## src/rtl/seq_pattern_detector.sv

```systemverilog
// rtl/seq_pattern_detector.sv - programmable serial bit-pattern detector with overlap mode and saturating match counter
//
// Purpose:
//   Watches a qualified serial bit stream for a programmable pattern of up to
//   PAT_W bits. Emits a registered single-cycle pulse per match and keeps a
//   saturating count of matches. Overlapping or non-overlapping matching is
//   selectable. Out of reset the block behaves as a two-consecutive-ones
//   detector.
//
// Ports:
//   clk          rising-edge clock
//   reset_n      asynchronous active-low reset
//   cfg_load     latch cfg_pattern/cfg_len/cfg_overlap, clear history
//   cfg_pattern  pattern bits, bit [len-1] is received first, bit [0] last
//   cfg_len      pattern length (0/1 -> 1, > PAT_W -> PAT_W)
//   cfg_overlap  1 = overlapping matches, 0 = non-overlapping
//   in_valid     qualifies x
//   x            serial data bit
//   count_clr    synchronous clear of match_count
//   z            registered match pulse
//   match_count  saturating match count
//   armed        at least len valid bits seen since the last history clear

module seq_pattern_detector #(
    parameter int PAT_W = 8,
    parameter int CNT_W = 8,
    parameter int LEN_W = $clog2(PAT_W) + 1
) (
    input  logic             clk,
    input  logic             reset_n,
    input  logic             cfg_load,
    input  logic [PAT_W-1:0] cfg_pattern,
    input  logic [LEN_W-1:0] cfg_len,
    input  logic             cfg_overlap,
    input  logic             in_valid,
    input  logic             x,
    input  logic             count_clr,
    output logic             z,
    output logic [CNT_W-1:0] match_count,
    output logic             armed
);

    localparam logic [LEN_W-1:0] LEN_MAX   = LEN_W'(PAT_W);
    localparam logic [LEN_W:0]   LEN_MAX_X = (LEN_W + 1)'(PAT_W);
    localparam logic [LEN_W-1:0] LEN_RST   = LEN_W'(2);
    localparam logic [CNT_W-1:0] CNT_MAX   = '1;

    // Ones in the low l bit positions; selects the live part of the pattern.
    function automatic logic [PAT_W-1:0] len_mask(input logic [LEN_W-1:0] l);
        logic [PAT_W-1:0] m;
        m = '0;
        for (int i = 0; i < PAT_W; i++) begin
            m[i] = (i < int'(l));
        end
        return m;
    endfunction

    function automatic logic [LEN_W-1:0] clamp_len(input logic [LEN_W-1:0] l);
        logic [LEN_W-1:0] r;
        if (l == '0) begin
            r = LEN_W'(1);
        end else if (int'(l) > PAT_W) begin
            r = LEN_MAX;
        end else begin
            r = l;
        end
        return r;
    endfunction

    // Working configuration
    logic [PAT_W-1:0] pat_q, pat_d;
    logic [LEN_W-1:0] len_q, len_d;
    logic             ovl_q, ovl_d;

    // Stream state
    logic [PAT_W-1:0] hist_q, hist_d;
    logic [LEN_W-1:0] seen_q, seen_d;
    logic             z_q, z_d;
    logic [CNT_W-1:0] cnt_q, cnt_d;
    logic             armed_q, armed_d;

    logic [PAT_W-1:0] hist_shift;
    logic [LEN_W:0]   seen_ext;
    logic [LEN_W-1:0] seen_inc;
    logic [LEN_W-1:0] load_len;
    logic             bits_match;
    logic             hit;
    logic [CNT_W-1:0] cnt_base;

    always_comb begin
        pat_d    = pat_q;
        len_d    = len_q;
        ovl_d    = ovl_q;
        hist_d   = hist_q;
        seen_d   = seen_q;
        hit      = 1'b0;

        hist_shift = {hist_q[PAT_W-2:0], x};
        // One extra bit so seen+1 never wraps before it is compared.
        seen_ext   = {1'b0, seen_q} + (LEN_W + 1)'(1);
        seen_inc   = (seen_ext >= LEN_MAX_X) ? LEN_MAX : seen_ext[LEN_W-1:0];
        bits_match = (((hist_shift ^ pat_q) & len_mask(len_q)) == '0);
        load_len   = clamp_len(cfg_len);

        if (cfg_load) begin
            // The sample on a load edge is dropped; the new config takes
            // effect from the next edge. Unused pattern bits are zeroed so
            // they can never carry X into the compare.
            pat_d  = cfg_pattern & len_mask(load_len);
            len_d  = load_len;
            ovl_d  = cfg_overlap;
            hist_d = '0;
            seen_d = '0;
        end else if (in_valid) begin
            hist_d = hist_shift;
            hit    = (seen_ext >= {1'b0, len_q}) && bits_match;
            // Non-overlapping: restart the fresh-bit count but keep history.
            seen_d = (hit && !ovl_q) ? '0 : seen_inc;
        end

        z_d = hit;

        // Clear first, then count the hit, so clear+hit lands on 1.
        cnt_base = count_clr ? '0 : cnt_q;
        cnt_d    = (hit && (cnt_base != CNT_MAX)) ? cnt_base + CNT_W'(1) : cnt_base;

        armed_d = (seen_d >= len_d);
    end

    always_ff @(posedge clk or negedge reset_n) begin
        if (!reset_n) begin
            pat_q   <= '1;
            len_q   <= LEN_RST;
            ovl_q   <= 1'b1;
            hist_q  <= '0;
            seen_q  <= '0;
            z_q     <= 1'b0;
            cnt_q   <= '0;
            armed_q <= 1'b0;
        end else begin
            pat_q   <= pat_d;
            len_q   <= len_d;
            ovl_q   <= ovl_d;
            hist_q  <= hist_d;
            seen_q  <= seen_d;
            z_q     <= z_d;
            cnt_q   <= cnt_d;
            armed_q <= armed_d;
        end
    end

    assign z           = z_q;
    assign match_count = cnt_q;
    assign armed       = armed_q;

endmodule

```

## config.mk

```make
export PLATFORM = sky130hd
export DESIGN_NAME = seq_pattern_detector
export DESIGN_NICKNAME = d
export VERILOG_FILES = /design/src/rtl/seq_pattern_detector.sv
export SDC_FILE = /design/constraint.sdc
export NUM_CORES = 1
export LEC_CHECK = 0
export CAP_MARGIN = 20
export CORE_MARGIN = 2
export CORE_UTILIZATION = 40
export CTS_CLUSTER_SIZE = 16
export DETAILED_ROUTE_END_ITERATION = 8
export GPL_TIMING_DRIVEN = 1
export PLACE_DENSITY_LB_ADDON = 0.3
export SKIP_LAST_GASP = 1
export SLEW_MARGIN = 25
export SYNTH_ARGS = -nofsm -noshare
export SYNTH_HDL_FRONTEND = slang
export SYNTH_SLANG_ARGS = --single-unit
```

## constraint.sdc

```tcl
create_clock -name clk -period 3.86 [get_ports clk]
set_input_delay 0.772 -clock clk [delete_from_list [all_inputs] [get_ports clk]]
set_output_delay 0.772 -clock clk [all_outputs]
set_load 0.01 [all_outputs]
```

==> results of run 1 <==
## cells in the final DEF, fill, tap and decap left out, types with 2 or more instances in the layout
cell / n
a211oi_1: 2
a21oi_1: 9
a31oi_1: 3
and3_1: 3
buf_4: 3
clkbuf_8: 6
clkdlybuf4s50_1: 28
dfrtp_1: 24
dfstp_2: 10
ha_1: 11
inv_1: 16
mux2_2: 5
mux2i_1: 9
nand2_1: 12
nand2b_1: 6
nand3_1: 7
nor2_1: 19
nor2b_1: 7
nor3_1: 2
o211ai_1: 4
o21a_1: 3
o21ai_0: 8
o22ai_1: 3
xnor2_1: 9
xor2_1: 4
## worst max-delay path, delay by kind of cell, from the launching register on
kind	cells	cell delay, ps
fa+ha+maj	3	760
flops	1	430
xor+xnor	1	170
compound gates	5	880
simple gates	5	1120
## kinds of logic (layout without fill, tap and decap cells)
group / count (synthesis) / in the layout / share of synthesized area [%]
and+or+nand+nor: 66 / 66 / 19.1
buffers and inverters: 25 / 55 / 4.79
DFF: 34 / 34 / 43.5
xor gates and xnor gates: 13 / 13 / 5.74
AOI/OAI and AO/OA: 39 / 39 / 12.6
muxes: 14 / 14 / 7.38
adders and majority gates: 11 / 11 / 6.94
## sequential cells by signal (all words and copies together) (netlist names)
signal / count
ovl_q: 1
match_count: 8
armed: 1
len_q: 4
z: 1
hist_q: 7
pat_q: 8
seen_q: 4
## power by group
part / total, mW / switching (mW) / internal (mW)
registers: 0.401 / 0.0183 / 0.383
clock network: 0.261 / 0.117 / 0.144
logic: 0.139 / 0.0705 / 0.0687
## path summary, 6_finish.rpt
path / from / to / cells after the start
worst max-delay path: seen_q[0] / armed / 14
worst min-delay path: pat_q[5] / pat_q[5] / 2
worst max register to register: seen_q[0] / armed / 14
worst min register to register: pat_q[5] / pat_q[5] / 2
max in group asynchronous: reset_n / ovl_q / 2
min in group asynchronous: reset_n / hist_q[4] / 2
## routing by layer
metal	wire length (um)	share of wire (%)	vias up
li1	-	-	762
met1	1890	49	695
met2	1800	46	27
met3	145	3.7	4
met4	49	1.3	0
met5	0	0	-
## through the flow
step	instances	setup WS [ps]	cell area, um^2	hold slack (ps)
2_1_floorplan	202	631	1980	470
3_3_place_gp	291	345	2330	487
3_5_place_dp	291	302	2330	491
4_1_cts	299	378	2430	502
5_1_grt	299	72.6	2430	522
6_report	299	408	2430	500
## area by class of cell
class	instances	share of cell area, %
clock buffer	7	3.56
clock inverter	1	0.206
inverter	16	2.48
multi-input combinational	143	42.2
sequential	34	35.6
tap	67	3.46
timing repair buffer	31	12.5
==> flow_summary.json, run 1 <==
{
  "antenna_found_initial": 0,
  "grt_pass1_wl_um": 6870,
  "slew_headroom_pct": 72.6,
  "die_w_um": 74.4,
  "worstSetupEndpointType": "flip-flop",
  "die_area_mm2": 0.00554,
  "syn-cell-area_mm2": 0.00198,
  "p_per_area_mw_per_mm2": 330,
  "final.setup.tns_ps": 0,
  "crit_chain": "ha_1, xor2_1, ha_1, a211oi_1, o21ai_0, nand4b_1, or4b_2, a21o_1, ha_1, nand2b_1, a21oi_1, nor2b_1, o21ai_0, nand2b_1",
  "ctsResizeCount": 0,
  "worst_ep_required_time_ps": 4030,
  "p_total_uw": 802,
  "setup_viol": 0,
  "synthTopCellsByArea": "dfrtp_1, dfstp_2, ha_1",
  "drt_iter0_drc": 41,
  "path_clk_slew_ps": 70,
  "cp_max_fo": 6,
  "slew_viol_final": 0,
  "gr-total-overflow": 0,
  "crit_top_cell": "ha_1",
  "arrival_ps": 3620,
  "startpoint_type": "flip-flop",
  "num_antenna_cells": 0,
  "viasPerCell": 4.98,
  "clk_latency_ps": 280,
  "place_congestion": 0.808,
  "vias": 1488,
  "rows": 25,
  "syn_nets": 232,
  "grtUsageTotal_pct": 16.2,
  "ctsHoldBuffers": 0,
  "synthFlopType": "dfrtp_1",
  "gr-usage-met3_pct": 4.47,
  "portBuffers": 28,
  "period_share_pct": 89.4,
  "nets": 261,
  "io_pins": 29,
  "use_met2_pct": 24.7,
  "worst_pin_slew_ps": 407,
  "drt_wl_total_um": 3880,
  "core-area_mm2": 0.00475,
  "ctsHtreeMaxLevel": 2,
  "period_minus_slack_ps": 3450,
  "initial_core_util_pct": 41.7,
  "dp_hpwl_um": 2900,
  "synthCells": 202,
  "netlist_top_cells_count": "dfrtp_1, nor2_1, inv_1",
  "cts_tree": "yes",
  "cts_sinks": 34,
  "seqCellArea_um2": 863,
  "die_h_um": 74.4,
  "rsz0062_at_grt": "no",
  "p_leak_nw": 1.08,
  "ir_drop_v": 0.000182,
  "ys_seq_elements": 34,
  "ant_nets": 0,
  "cts_setup_buffers": 0,
  "synth_edf_count": 0,
  "worst_hold_path_type": "reg2reg",
  "nFillCells": 482,
  "grt_max_degree": 35,
  "detail_route.wl_per_cell_um": 13.0,
  "synth.most_common_cell": "dfrtp_1",
  "drive_gt1_share_pct": 12.9,
  "ys_warn_count": 0,
  "async_reset_ff_share_pct": 100,
  "grt_use_met1_pct": 22.4,
  "grt_busiest_layer": "met2",
  "yosys.area.top_type": "dfrtp_1",
  "cts_buffers": 5,
  "synth_seq_area_share_pct": 43.5,
  "cts_buffer_depth": 2,
  "yosysTopAreaCellShare_pct": 30.3,
  "clock_skew_ps": 3.25,
  "status": "finished clean",
  "drc": 0,
  "drv_cap": 0,
  "hold_viol": 0,
  "multi_input_area_mm2": 0.00102,
  "area_delta_synth_final_pct": 22.3,
  "synth_cell_type_count": 42,
  "drtPass1Iterations": 4,
  "max_stage_delay_ps": 630,
  "grt_pass1_vias": 1497,
  "root_buffer": "clkbuf_8",
  "slowest_stage": "or4b_2",
  "synth_area_per_cell_um2": 9.82,
  "utilization_pct": 51.0,
  "fmax_ghz": 0.290,
  "crit_type": "reg2reg",
  "reg2reg_slack_ps": 410
}
No activity file was read; power rests on OpenSTA's default activity.
==> run 2, diff against run 1 <==
--- a/config.mk
+++ b/config.mk
@@ -5,10 +5,12 @@
 export SDC_FILE = /design/constraint.sdc
 export NUM_CORES = 1
 export LEC_CHECK = 0
+export ABC_AREA = 1
 export CAP_MARGIN = 20
 export CORE_MARGIN = 2
 export CORE_UTILIZATION = 40
-export CTS_CLUSTER_SIZE = 16
+export CTS_CLUSTER_DIAMETER = 60
+export CTS_CLUSTER_SIZE = 40
 export DETAILED_ROUTE_END_ITERATION = 8
 export GPL_TIMING_DRIVEN = 1
 export PLACE_DENSITY_LB_ADDON = 0.3
==> run 2 against run 1 <==
Clock power up 22%; sequential cell count did not move; final area grew 8.1%; sequential share of layout area fell by 2.7 points; clock skew about the same; count of clock-buffer cells in the layout unchanged; utilization is essentially flat; global-route usage grew 0.22 points; maximum frequency grew 29%; non-clock buffer count fell by 1; critical endpoint unchanged.
==> flow_summary.json, run 2 <==
{
  "worst_ep_required_time_ps": 4020,
  "synth_area_per_cell_um2": 7.48,
  "syn_nets": 317,
  "grt_pass1_vias": 1789,
  "utilization_pct": 51.0,
  "netlist_top_cells_count": "nand2_1, inv_1, dfrtp_1",
  "p_per_area_mw_per_mm2": 339,
  "worstSetupEndpointType": "flip-flop",
  "cts_setup_buffers": 0,
  "async_reset_ff_share_pct": 100,
  "synthCells": 287,
  "synth_simple_gate_area_share_pct": 35.1,
  "clock_skew_ps": 3.59,
  "ctsResizeCount": 0,
  "period_minus_slack_ps": 2680,
  "place_congestion": 0.833,
  "drc": 0,
  "drive_gt1_share_pct": 11.8,
  "crit_start": "cfg_load",
  "ctsHtreeMaxLevel": 2,
  "grtUsageTotal_pct": 16.4,
  "die_h_um": 77.3,
  "vias": 1868,
  "slew_viol_final": 0,
  "root_buffer": "clkbuf_8",
  "synthAdderAreaFrac_pct": 6.41,
  "drv_cap": 0,
  "clk_latency_ps": 280,
  "reg2reg_slack_ps": 1200,
  "cp_max_fo": 21,
  "num_antenna_cells": 0,
  "synth.most_common_cell": "nand2_1",
  "arrival_ps": 2840,
  "setup_ws_ps": 1180,
  "p_leak_nw": 1.33,
  "core-area_mm2": 0.00514,
  "die_area_mm2": 0.00597,
  "drt_wl_total_um": 4440,
  "synthTopCellsByArea": "dfrtp_1, nand2_1, dfstp_2",
  "area_delta_synth_final_pct": 22.2,
  "dp_cells": 384,
  "drtPass1Iterations": 4,
  "ctsHoldBuffers": 0,
  "status": "finished clean",
  "synth_cell_type_count": 27,
  "timing.rr.start": "seen_q[0]",
  "holdPathStages": 2,
  "layout_commonest_cell": "nand2_1",
  "rr_worst_depth": 15,
  "fin_cells": 392,
  "io_pins": 29,
  "gr-total-overflow": 0,
  "hp-start": "pat_q[0]",
  "nets": 351,
  "setup_viol": 0,
  "crit_type": "in2reg",
  "path_clk_slew_ps": 70,
  "period_share_pct": 69.5,
  "antenna_found_initial": 0,
  "synth_xor_area_share_pct": 1.22,
  "synthFlopType": "dfrtp_1",
  "synth.area.mux_share_pct": 0,
  "fmax_ghz": 0.373,
  "portBuffers": 28,
  "worst_pin_slew_ps": 444,
  "slew_headroom_pct": 70.3,
  "initial_core_util_pct": 41.8,
  "cts_buffer_depth": 2,
  "dp_hpwl_um": 3370,
  "worst_hold_path_type": "reg2reg",
  "final.setup.tns_ps": 0,
  "drt_iter0_drc": 105,
  "rows": 26,
  "ant_nets": 0,
  "place_ws_ps": 887,
  "synth-compound-area-share_pct": 7.23,
  "rsz0062_at_grt": "no",
  "p_total_uw": 889,
  "cts_buffers": 5,
  "synth_top_family_by_area": "simple AND/OR/NAND/NOR gates",
  "cts_sinks": 34,
  "synth_seq_area_share_pct": 40.2,
  "final_cell_mix": "nand2_1, inv_1, clkdlybuf4s50_1",
  "detail_route.wl_per_cell_um": 11.3,
  "yosys.area.top_type": "dfrtp_1",
  "viasPerCell": 4.77,
  "yosysTopAreaCellShare_pct": 28.0,
  "cts_tree": "yes",
  "die_w_um": 77.3,
  "startpoint_type": "input pin",
  "synth_edf_count": 0,
  "hold_viol": 0,
  "ys_seq_elements": 34,
  "ys_warn_count": 0,
  "syn-cell-area_mm2": 0.00215,
  "grt_max_degree": 35,
  "ir_drop_v": 0.000164,
  "grt_pass1_wl_um": 7870
}
[run 2: changes by cell type after synthesis, sizes merged, moves of 6 or more]
cell / change
mux2i: -9
nand3: +18
nand2: +75
nand4: +10
nand2b: -6
o21ai: +6
inv: +37
nor2b: -7
nor2: +9
xnor2: -9
[run 2: area by class of cell]
type,instances,area [um^2]
Inverter,53,199
Clock inverter,1,30.0
Clock buffer,7,76.3
Multi-Input combinational cell,197,1070
Timing Repair Buffer,30,295
Fill cell,522,2520
Sequential cell,34,863
Tap cell,70,87.6
[run 2: power by group]
group | leakage, nW | internal [mW] | switching (mW)
Combinational | 0.847 | 0.0696 | 0.103
Clock | 0.0524 | 0.193 | 0.126
Sequential | 0.430 | 0.383 | 0.0140
[run 2: critical path: stages]
cell	delay, ps
clkdlybuf4s50_1	450
buf_4	230
inv_1	130
nand2_2	210
inv_1	260
nand3_1	160
nand2_1	70
ha_1	310
a21oi_1	150
nand3_1	100
[run 2: logic make-up after synthesis]
family                   count (synthesis)
XOR/XNOR                                 3
flip-flops                              34
AND/OR/NAND/NOR                        155
AO/OA/AOI/OAI                           28
adder cells (fa/ha/maj)                 11
buffers and inverters                   56
[run 2: worst paths after layout]
kind / endpoint
worst max-delay path: armed
worst min-delay path: pat_q[0]
worst max register to register: armed
worst min register to register: pat_q[0]
max in group asynchronous: len_q[1]
min in group asynchronous: hist_q[2]
[run 2: per-stage QoR]
stage / hold slack (ps) / area, um^2
floorplan: 459 / 2150
CTS: 497 / 2620
global route: 519 / 2620
global placement: 483 / 2520
detailed placement: 494 / 2520
finish: 496 / 2620
[run 2: routing by layer]
metal	track usage (%)	vias to the layer above	wire, um
met3	4.00	7	193
met1	21.6	838	2170
met4	5.18	0	63
met5	0	-	0
met2	26.7	42	2010
li1	-	981	-
